==> config.mk <==
export PLATFORM = sky130hd
export DESIGN_NAME = instr_sequencer
export DESIGN_NICKNAME = d
export VERILOG_FILES = /design/src/rtl/instr_sequencer.sv
export SDC_FILE = /design/constraint.sdc
export NUM_CORES = 1
export LEC_CHECK = 0
export CAP_MARGIN = 20
export CELL_PAD_IN_SITES_DETAIL_PLACEMENT = 1
export CELL_PAD_IN_SITES_GLOBAL_PLACEMENT = 1
export CORE_MARGIN = 2
export CORE_UTILIZATION = 38
export CTS_BUF_LIST = sky130_fd_sc_hd__clkbuf_4 sky130_fd_sc_hd__clkbuf_8 sky130_fd_sc_hd__clkbuf_16
export DETAILED_ROUTE_END_ITERATION = 6
export PLACE_DENSITY = 0.84
export SLEW_MARGIN = 20
export SYNTH_ARGS = -nofsm -noshare
export SYNTH_HDL_FRONTEND = slang
export SYNTH_SLANG_ARGS = --single-unit
==> constraint.sdc <==
create_clock -name clk -period 2.8 [get_ports clk]
set_input_delay 0.56 -clock clk [delete_from_list [all_inputs] [get_ports clk]]
set_output_delay 0.56 -clock clk [all_outputs]
set_load 0.01 [all_outputs]
==> src/rtl/instr_sequencer.sv <==
// Multi-cycle RV32I sequencer: owns cpu_state, the EXEC stage counter and the instruction
// register, assembles fetches from a narrow bus and runs load/store beats and traps.
module instr_sequencer #(
  parameter int unsigned BUS_BYTES = 1,
  parameter int unsigned STG_W     = 3
) (
  input  logic                   clk,
  input  logic                   rst_n,
  output logic                   mem_req_o,
  output logic                   mem_we_o,
  input  logic                   mem_ack_i,
  input  logic [8*BUS_BYTES-1:0] mem_rdata_i,
  output logic [1:0]             mem_beat_o,
  input  logic [1:0]             addr_lsb_i,
  input  logic [2:0]             alu_flags_i,
  output logic [3:0]             cpu_state_o,
  output logic [STG_W-1:0]       instr_stg_o,
  output logic [31:0]            instr_o,
  output logic                   br_taken_o,
  output logic                   retire_o,
  output logic                   trap_o,
  output logic [1:0]             trap_cause_o
);

  if (BUS_BYTES != 1 && BUS_BYTES != 2 && BUS_BYTES != 4) begin : g_bad_bus
    $error("instr_sequencer: BUS_BYTES must be 1, 2 or 4");
  end

  localparam int unsigned BeatW     = 8 * BUS_BYTES;
  localparam logic [1:0]  FetchLast = 2'(4 / BUS_BYTES - 1);

  localparam logic [6:0] OpLui    = 7'b0110111;
  localparam logic [6:0] OpAuipc  = 7'b0010111;
  localparam logic [6:0] OpJal    = 7'b1101111;
  localparam logic [6:0] OpJalr   = 7'b1100111;
  localparam logic [6:0] OpBranch = 7'b1100011;
  localparam logic [6:0] OpLoad   = 7'b0000011;
  localparam logic [6:0] OpStore  = 7'b0100011;
  localparam logic [6:0] OpImm    = 7'b0010011;
  localparam logic [6:0] OpReg    = 7'b0110011;

  typedef enum logic [3:0] {
    StFetch = 4'd0,
    StIdle  = 4'd1,
    StExec  = 4'd2,
    StMem   = 4'd3,
    StTrap  = 4'd15
  } state_e;

  state_e           state_q;
  logic [STG_W-1:0] stg_q;
  logic [1:0]       beat_q;
  logic [31:0]      instr_q;
  logic [2:0]       flags_q;
  logic [1:0]       cause_q;

  logic [6:0]  opcode;
  logic [2:0]  funct3;
  logic        is_load, is_store, is_branch, signed_load;
  logic        addr_stage, misaligned, last_stg, retire, br_taken;
  logic [2:0]  size_b;
  logic [1:0]  mem_last;
  logic [31:0] fetch_word;

  function automatic logic is_legal(input logic [31:0] w);
    logic [2:0] f3;
    f3 = w[14:12];
    case (w[6:0])
      OpLui, OpAuipc, OpJal, OpJalr, OpImm, OpReg: is_legal = 1'b1;
      OpBranch: is_legal = (f3 != 3'b010) && (f3 != 3'b011);
      OpLoad:   is_legal = (f3 != 3'b011) && (f3[2:1] != 2'b11);
      OpStore:  is_legal = (f3 <= 3'b010);
      default:  is_legal = 1'b0;
    endcase
  endfunction

  assign opcode      = instr_q[6:0];
  assign funct3      = instr_q[14:12];
  assign is_load     = (opcode == OpLoad);
  assign is_store    = (opcode == OpStore);
  assign is_branch   = (opcode == OpBranch);
  assign signed_load = is_load && (funct3[2:1] == 2'b00);
  assign addr_stage  = (is_load && stg_q == '0) || (is_store && stg_q == STG_W'(1));
  assign misaligned  = (funct3[1:0] == 2'b01 && addr_lsb_i[0]) ||
                       (funct3[1:0] == 2'b10 && addr_lsb_i != 2'b00);

  // Word as it will look once the current beat lands; legality is judged on this.
  always_comb begin
    fetch_word = instr_q;
    fetch_word[32'(beat_q) * BeatW +: BeatW] = mem_rdata_i;
  end

  always_comb begin
    size_b = 3'd4;
    case (funct3[1:0])
      2'b00:   size_b = 3'd1;
      2'b01:   size_b = 3'd2;
      default: size_b = 3'd4;
    endcase
    mem_last = 2'd0;
    if (32'(size_b) > BUS_BYTES) mem_last = 2'(32'(size_b) / BUS_BYTES - 32'd1);
  end

  always_comb begin
    last_stg = 1'b0;
    case (opcode)
      OpBranch:        last_stg = (stg_q == STG_W'(1));
      OpJalr, OpStore: last_stg = (stg_q == STG_W'(2));
      OpLoad:          last_stg = signed_load ? (stg_q == STG_W'(2)) : (stg_q == STG_W'(1));
      default:         last_stg = (stg_q == '0);
    endcase
  end

  assign retire = (state_q == StExec) && last_stg;

  always_comb begin
    br_taken = 1'b0;
    if (state_q == StExec && is_branch && stg_q == STG_W'(1)) begin
      case (funct3)
        3'b000:  br_taken = flags_q[0];
        3'b001:  br_taken = !flags_q[0];
        3'b100:  br_taken = flags_q[1];
        3'b101:  br_taken = !flags_q[1];
        3'b110:  br_taken = flags_q[2];
        3'b111:  br_taken = !flags_q[2];
        default: br_taken = 1'b0;
      endcase
    end
  end

  always_ff @(posedge clk or negedge rst_n) begin
    if (!rst_n) begin
      state_q <= StIdle;
      stg_q   <= '0;
      beat_q  <= '0;
      instr_q <= '0;
      flags_q <= '0;
      cause_q <= '0;
    end else begin
      unique case (state_q)
        StIdle: state_q <= StFetch;
        StFetch: begin
          if (mem_ack_i) begin
            instr_q <= fetch_word;
            if (beat_q == FetchLast) begin
              beat_q <= '0;
              stg_q  <= '0;
              if (is_legal(fetch_word)) begin
                state_q <= StExec;
              end else begin
                state_q <= StTrap;
                cause_q <= 2'd1;
              end
            end else begin
              beat_q <= beat_q + 2'd1;
            end
          end
        end
        StExec: begin
          if (retire) begin
            state_q <= StFetch;
            stg_q   <= '0;
            beat_q  <= '0;
          end else if (addr_stage && misaligned) begin
            state_q <= StTrap;
            cause_q <= is_store ? 2'd3 : 2'd2;
          end else if (addr_stage) begin
            state_q <= StMem;
            beat_q  <= '0;
          end else begin
            // Only branch stage 0 reaches here for a branch.
            if (is_branch) flags_q <= alu_flags_i;
            stg_q <= stg_q + STG_W'(1);
          end
        end
        StMem: begin
          if (mem_ack_i) begin
            if (beat_q == mem_last) begin
              state_q <= StExec;
              stg_q   <= stg_q + STG_W'(1);
              beat_q  <= '0;
            end else begin
              beat_q <= beat_q + 2'd1;
            end
          end
        end
        StTrap:  state_q <= StTrap;
        default: state_q <= StTrap;
      endcase
    end
  end

  assign cpu_state_o  = state_q;
  assign instr_stg_o  = stg_q;
  assign instr_o      = instr_q;
  assign mem_beat_o   = beat_q;
  assign mem_req_o    = (state_q == StFetch) || (state_q == StMem);
  assign mem_we_o     = (state_q == StMem) && is_store;
  assign retire_o     = retire;
  assign br_taken_o   = br_taken;
  assign trap_o       = (state_q == StTrap);
  assign trap_cause_o = cause_q;

endmodule

==> results_tabular.tex <==
\begin{tabular}{lr}
\hline
Metric & Value \\
\hline
\multicolumn{2}{l}{\textbf{Outcome}} \\
Result of the run & finished, final reports clean \\
\multicolumn{2}{l}{\textbf{Yosys}} \\
Leading cell type by number of instances after synthesis & sky130\_fd\_sc\_hd\_\_nand2\_1 \\
Count of synthesis-stage warnings from yosys & 0 \\
Most frequent cells after synthesis & sky130\_fd\_sc\_hd\_\_nand2\_1, sky130\_fd\_sc\_hd\_\_dfrtp\_1, sky130\_fd\_sc\_hd\_\_o21ai\_0 \\
Yosys top cell area share & 0.398 \\
Post-synthesis instance area & about 2800 um2 \\
Synthesized area per cell & 9.47 um2 \\
FFs w/ async S/R, synth & 1.00 \\
Share of synthesized area occupied by flip-flops and latches & 0.408 \\
Number of enable-type register cells in the synthesized netlist & 0 \\
Net count of the mapped netlist & approximately 320 \\
Largest area contributor in the netlist & sky130\_fd\_sc\_hd\_\_dfrtp\_1 \\
Predominant post-synthesis flop cell & sky130\_fd\_sc\_hd\_\_dfrtp\_1 \\
Seq cells post-synth & 45 \\
Synth cell types & between 60 and 70 \\
Synth area leaders & sky130\_fd\_sc\_hd\_\_dfrtp\_1, sky130\_fd\_sc\_hd\_\_nand2\_1, sky130\_fd\_sc\_hd\_\_ha\_1, sky130\_fd\_sc\_hd\_\_o21ai\_0, sky130\_fd\_sc\_hd\_\_mux2\_2 \\
Number of cells produced by synthesis & 292 \\
\multicolumn{2}{l}{\textbf{Clock tree}} \\
Root cell of the clock tree & sky130\_fd\_sc\_hd\_\_clkbuf\_8 \\
\# hold bufs at CTS & 0 \\
TritonCTS clock tree & yes \\
Source-to-sink clock delay at the later pin of the worst-skew pair & slightly above 0.3 ns \\
Clock-pin slew on the worst setup and hold paths & roughly 0.10 ns \\
Maximum buffer depth of the clock tree & 2 \\
Total CTS buffers & 5 \\
H-Tree Level Count & 2 \\
Clock net sink count & between 40 and 50 \\
\multicolumn{2}{l}{\textbf{Placement}} \\
Half-perimeter wire length after detailed placement & 5980 um \\
Port Buffer Count & 63 \\
Routability congestion estimate & 0.825 \\
Pre-CTS setup slack & 0.282 ns \\
Placed Instance Area & around 3500 um2 \\
Number of placed instances with taps included & 450 \\
\multicolumn{2}{l}{\textbf{Final layout}} \\
Fraction of final layout cells with drive strength greater than 1 & 0.145 \\
Fill cell count & between 800 and 900 \\
NumNets Final & between 300 and 400 \\
Non-filler cells in the finished layout & $\sim$460 \\
Sequential standard cell area & 1130 um2 \\
Area taken by multi-input logic gates & around 1500 um2 \\
Area added between synthesis and finish & 30.2\% \\
Fin area & between 3000 and 4000 um2 \\
Diode count & 0 \\
\multicolumn{2}{l}{\textbf{STA}} \\
Relative max-transition margin & 0.483 \\
Final Hold Vio Count & 0 \\
Measured slew at the worst slew-check pin & 0.773 ns \\
Setup repair after global routing missed its margin & no \\
Final setup TNS & 0 ns \\
Number of pins with negative max-slew slack in the final report & 0 \\
Upper clock frequency limit & between 300 and 400 MHz \\
Number of setup violations in the final report & 0 \\
Final setup margin & 0.0674 ns \\
Minimum clock period after layout & $\sim$2.7 ns \\
Period Utilization, post-route & 0.976 \\
Worst-case clock skew & around 0.0064 ns \\
\multicolumn{2}{l}{\textbf{Setup path}} \\
Sort of element at the start of the critical path & register \\
Launching point of the worst reg2reg path & mem\_beat\_o[1] \\
Reg2reg setup slack & 0.28 ns \\
Delay of the slowest cell on the worst path & around 0.6 ns \\
Critical-path cell list & and4bb\_4, nand2\_1, nor4\_1, clkdlybuf4s50\_1 \\
Cells on worst reg2reg path & 8 \\
Worst Setup End Kind & output pin \\
Data arrival time of the critical path & around 2.2 ns \\
Number of cells on the critical path & 4 \\
CP Data Required Time & around 2.2 ns \\
Slowest stage cell on the critical path & sky130\_fd\_sc\_hd\_\_clkdlybuf4s50\_1 \\
Setup crit end & mem\_we\_o \\
End of the worst register-to-register path & trap\_cause\_o[1] \\
Setup Crit Path Kind & register to output pin \\
Beginning of the critical path & instr\_o[4] \\
Dominant delay contributor by cell family on the critical path & simple AND/OR/NAND/NOR gates \\
Number of buffers and inverters on the critical path & 1 \\
Critical path fanouts, max & 6 \\
\multicolumn{2}{l}{\textbf{Die}} \\
Placement row count & 31 \\
X dimension of the die & roughly 90 um \\
Core Footprint & between 7000 and 8000 um2 \\
I/O pin count & 64 \\
Initial Util & 0.387 \\
Die height & roughly 89 um \\
Die area & approximately 8000 um2 \\
\multicolumn{2}{l}{\textbf{Drt}} \\
Iteration-0 DRC Markers & 74 \\
Initial DRT Pass Iterations & 4 \\
Routed WL per cell & 17.8 um \\
Count of antenna-violating nets left after detailed routing & 0 \\
Routed via count & 2507 \\
DRC Markers & 0 \\
Final Routed Wirelength & 8140 um \\
Drt via density & roughly 5.5 \\
\multicolumn{2}{l}{\textbf{GRT}} \\
Initial antenna violation count & 0 \\
Total GRT Usage & 0.221 \\
Overflow after GRT & 0 \\
Global-route wire length before repair & between 10000 and 15000 um \\
Number of global-route vias before repair & 2657 \\
Largest net degree at the start of global routing & 46 \\
\multicolumn{2}{l}{\textbf{Power and ir drop}} \\
Final total power & $\sim$1.2 mW \\
Cell Pwr Density & 329 nW/um2 \\
Leakage power figure & about 1.5 nW \\
Peak supply drop & between 150 and 200 uV \\
\multicolumn{2}{l}{\textbf{Job}} \\
Max-capacitance violation count & 0 \\
\multicolumn{2}{l}{\textbf{Worst hold path}} \\
Class of the most critical hold timing path & input port to asynchronous set/reset pin \\
\hline
\end{tabular}
worst min-delay path by stage:
stage,end,slack [ns],cells past startpoint
after floorplan,cpu_state_o[1],0.26,0
after global placement,instr_o[23],0.47,2
after detailed placement,instr_o[23],0.47,2
after CTS,instr_o[18],0.36,2
after global routing,instr_o[20],0.37,2
final,cpu_state_o[2],0.32,2
worst register-to-register path: cells and delay by family, from the launching register on:
kind,cells,cell delay [ns]
adder cells (fa/ha/maj),1,0.51
AO/OA/AOI/OAI,3,0.52
AND/OR/NAND/NOR,3,0.92
flip-flops,1,0.40
buffers and inverters,1,0.10
report_power, final:
group / internal (mW) / switching [mW] / total [mW] / leakage (nW)
combinational: 0.0355 / 0.0425 / 0.0780 / 0.819
sequential: 0.652 / 0.00546 / 0.657 / 0.600
clock: 0.183 / 0.265 / 0.448 / 0.0452
total: 0.870 / 0.313 / 1.18 / 1.46
cell type report:
type / instances / share of cell area
clock buffer: 5 / 0.0191
clock inverter: 3 / 0.00695
inverter: 9 / 0.00938
multi-input combinational: 222 / 0.418
sequential: 45 / 0.313
tap: 99 / 0.0344
timing repair buffer: 75 / 0.199
per-layer routing:
layer,track usage,wire [um]
met5,0,0
met4,0.0393,78
met3,0.0416,314
met2,0.378,4130
met1,0.295,3620
placed cells by master, fill, tap and decap left out, types with 5 or more instances in the layout:
cell                              synthesis  layout
sky130_fd_sc_hd__ha_1                    10      10
sky130_fd_sc_hd__a22o_1                   8       8
sky130_fd_sc_hd__nor3_1                   6       6
sky130_fd_sc_hd__clkdlybuf4s50_1          0      60
sky130_fd_sc_hd__inv_1                    9       9
sky130_fd_sc_hd__mux2_2                   7       7
sky130_fd_sc_hd__nor2b_1                  5       5
sky130_fd_sc_hd__a21oi_1                  8       8
sky130_fd_sc_hd__clkbuf_8                 1       5
sky130_fd_sc_hd__buf_4                    3      12
sky130_fd_sc_hd__o21ai_0                 24      24
sky130_fd_sc_hd__nor2_1                  13      13
sky130_fd_sc_hd__dfrtp_1                 44      44
sky130_fd_sc_hd__nand2_1                 56      56
flip-flops by register name, indices dropped and copies added, names as in the netlist:
name	count
flags_q	3
instr_o	32
instr_stg_o	3
cpu_state_o	3
trap_cause_o	2
mem_beat_o	2
cells by family (layout without fill, tap and decap cells):
| group | after synthesis | count (layout) | share of synthesized area |
|---|---|---|---|
| adder cells (fa/ha/maj) | 11 | 11 | 0.0489 |
| multiplexers | 11 | 11 | 0.0430 |
| AND/OR/NAND/NOR | 123 | 123 | 0.247 |
| XOR/XNOR | 3 | 3 | 0.00950 |
| flip-flops | 45 | 45 | 0.408 |
| AO/OA/AOI/OAI | 74 | 74 | 0.195 |
| buffers and inverters | 25 | 92 | 0.0493 |
through the flow:
stage | utilization | hold slack (ns)
after floorplan | - | 0.264
after global placement | 0.491 | 0.466
after detailed placement | 0.491 | 0.474
after CTS | 0.504 | 0.357
after global routing | 0.505 | 0.365
final | 0.505 | 0.324
what timing repair did:
item                                    in CTS  in global routing
resized for setup                            2                  1
setup buffers                                0                  0
cloned                                       0                  0
endpoints found under the setup margin       2                  1
No activity file was read; power rests on OpenSTA's default activity.
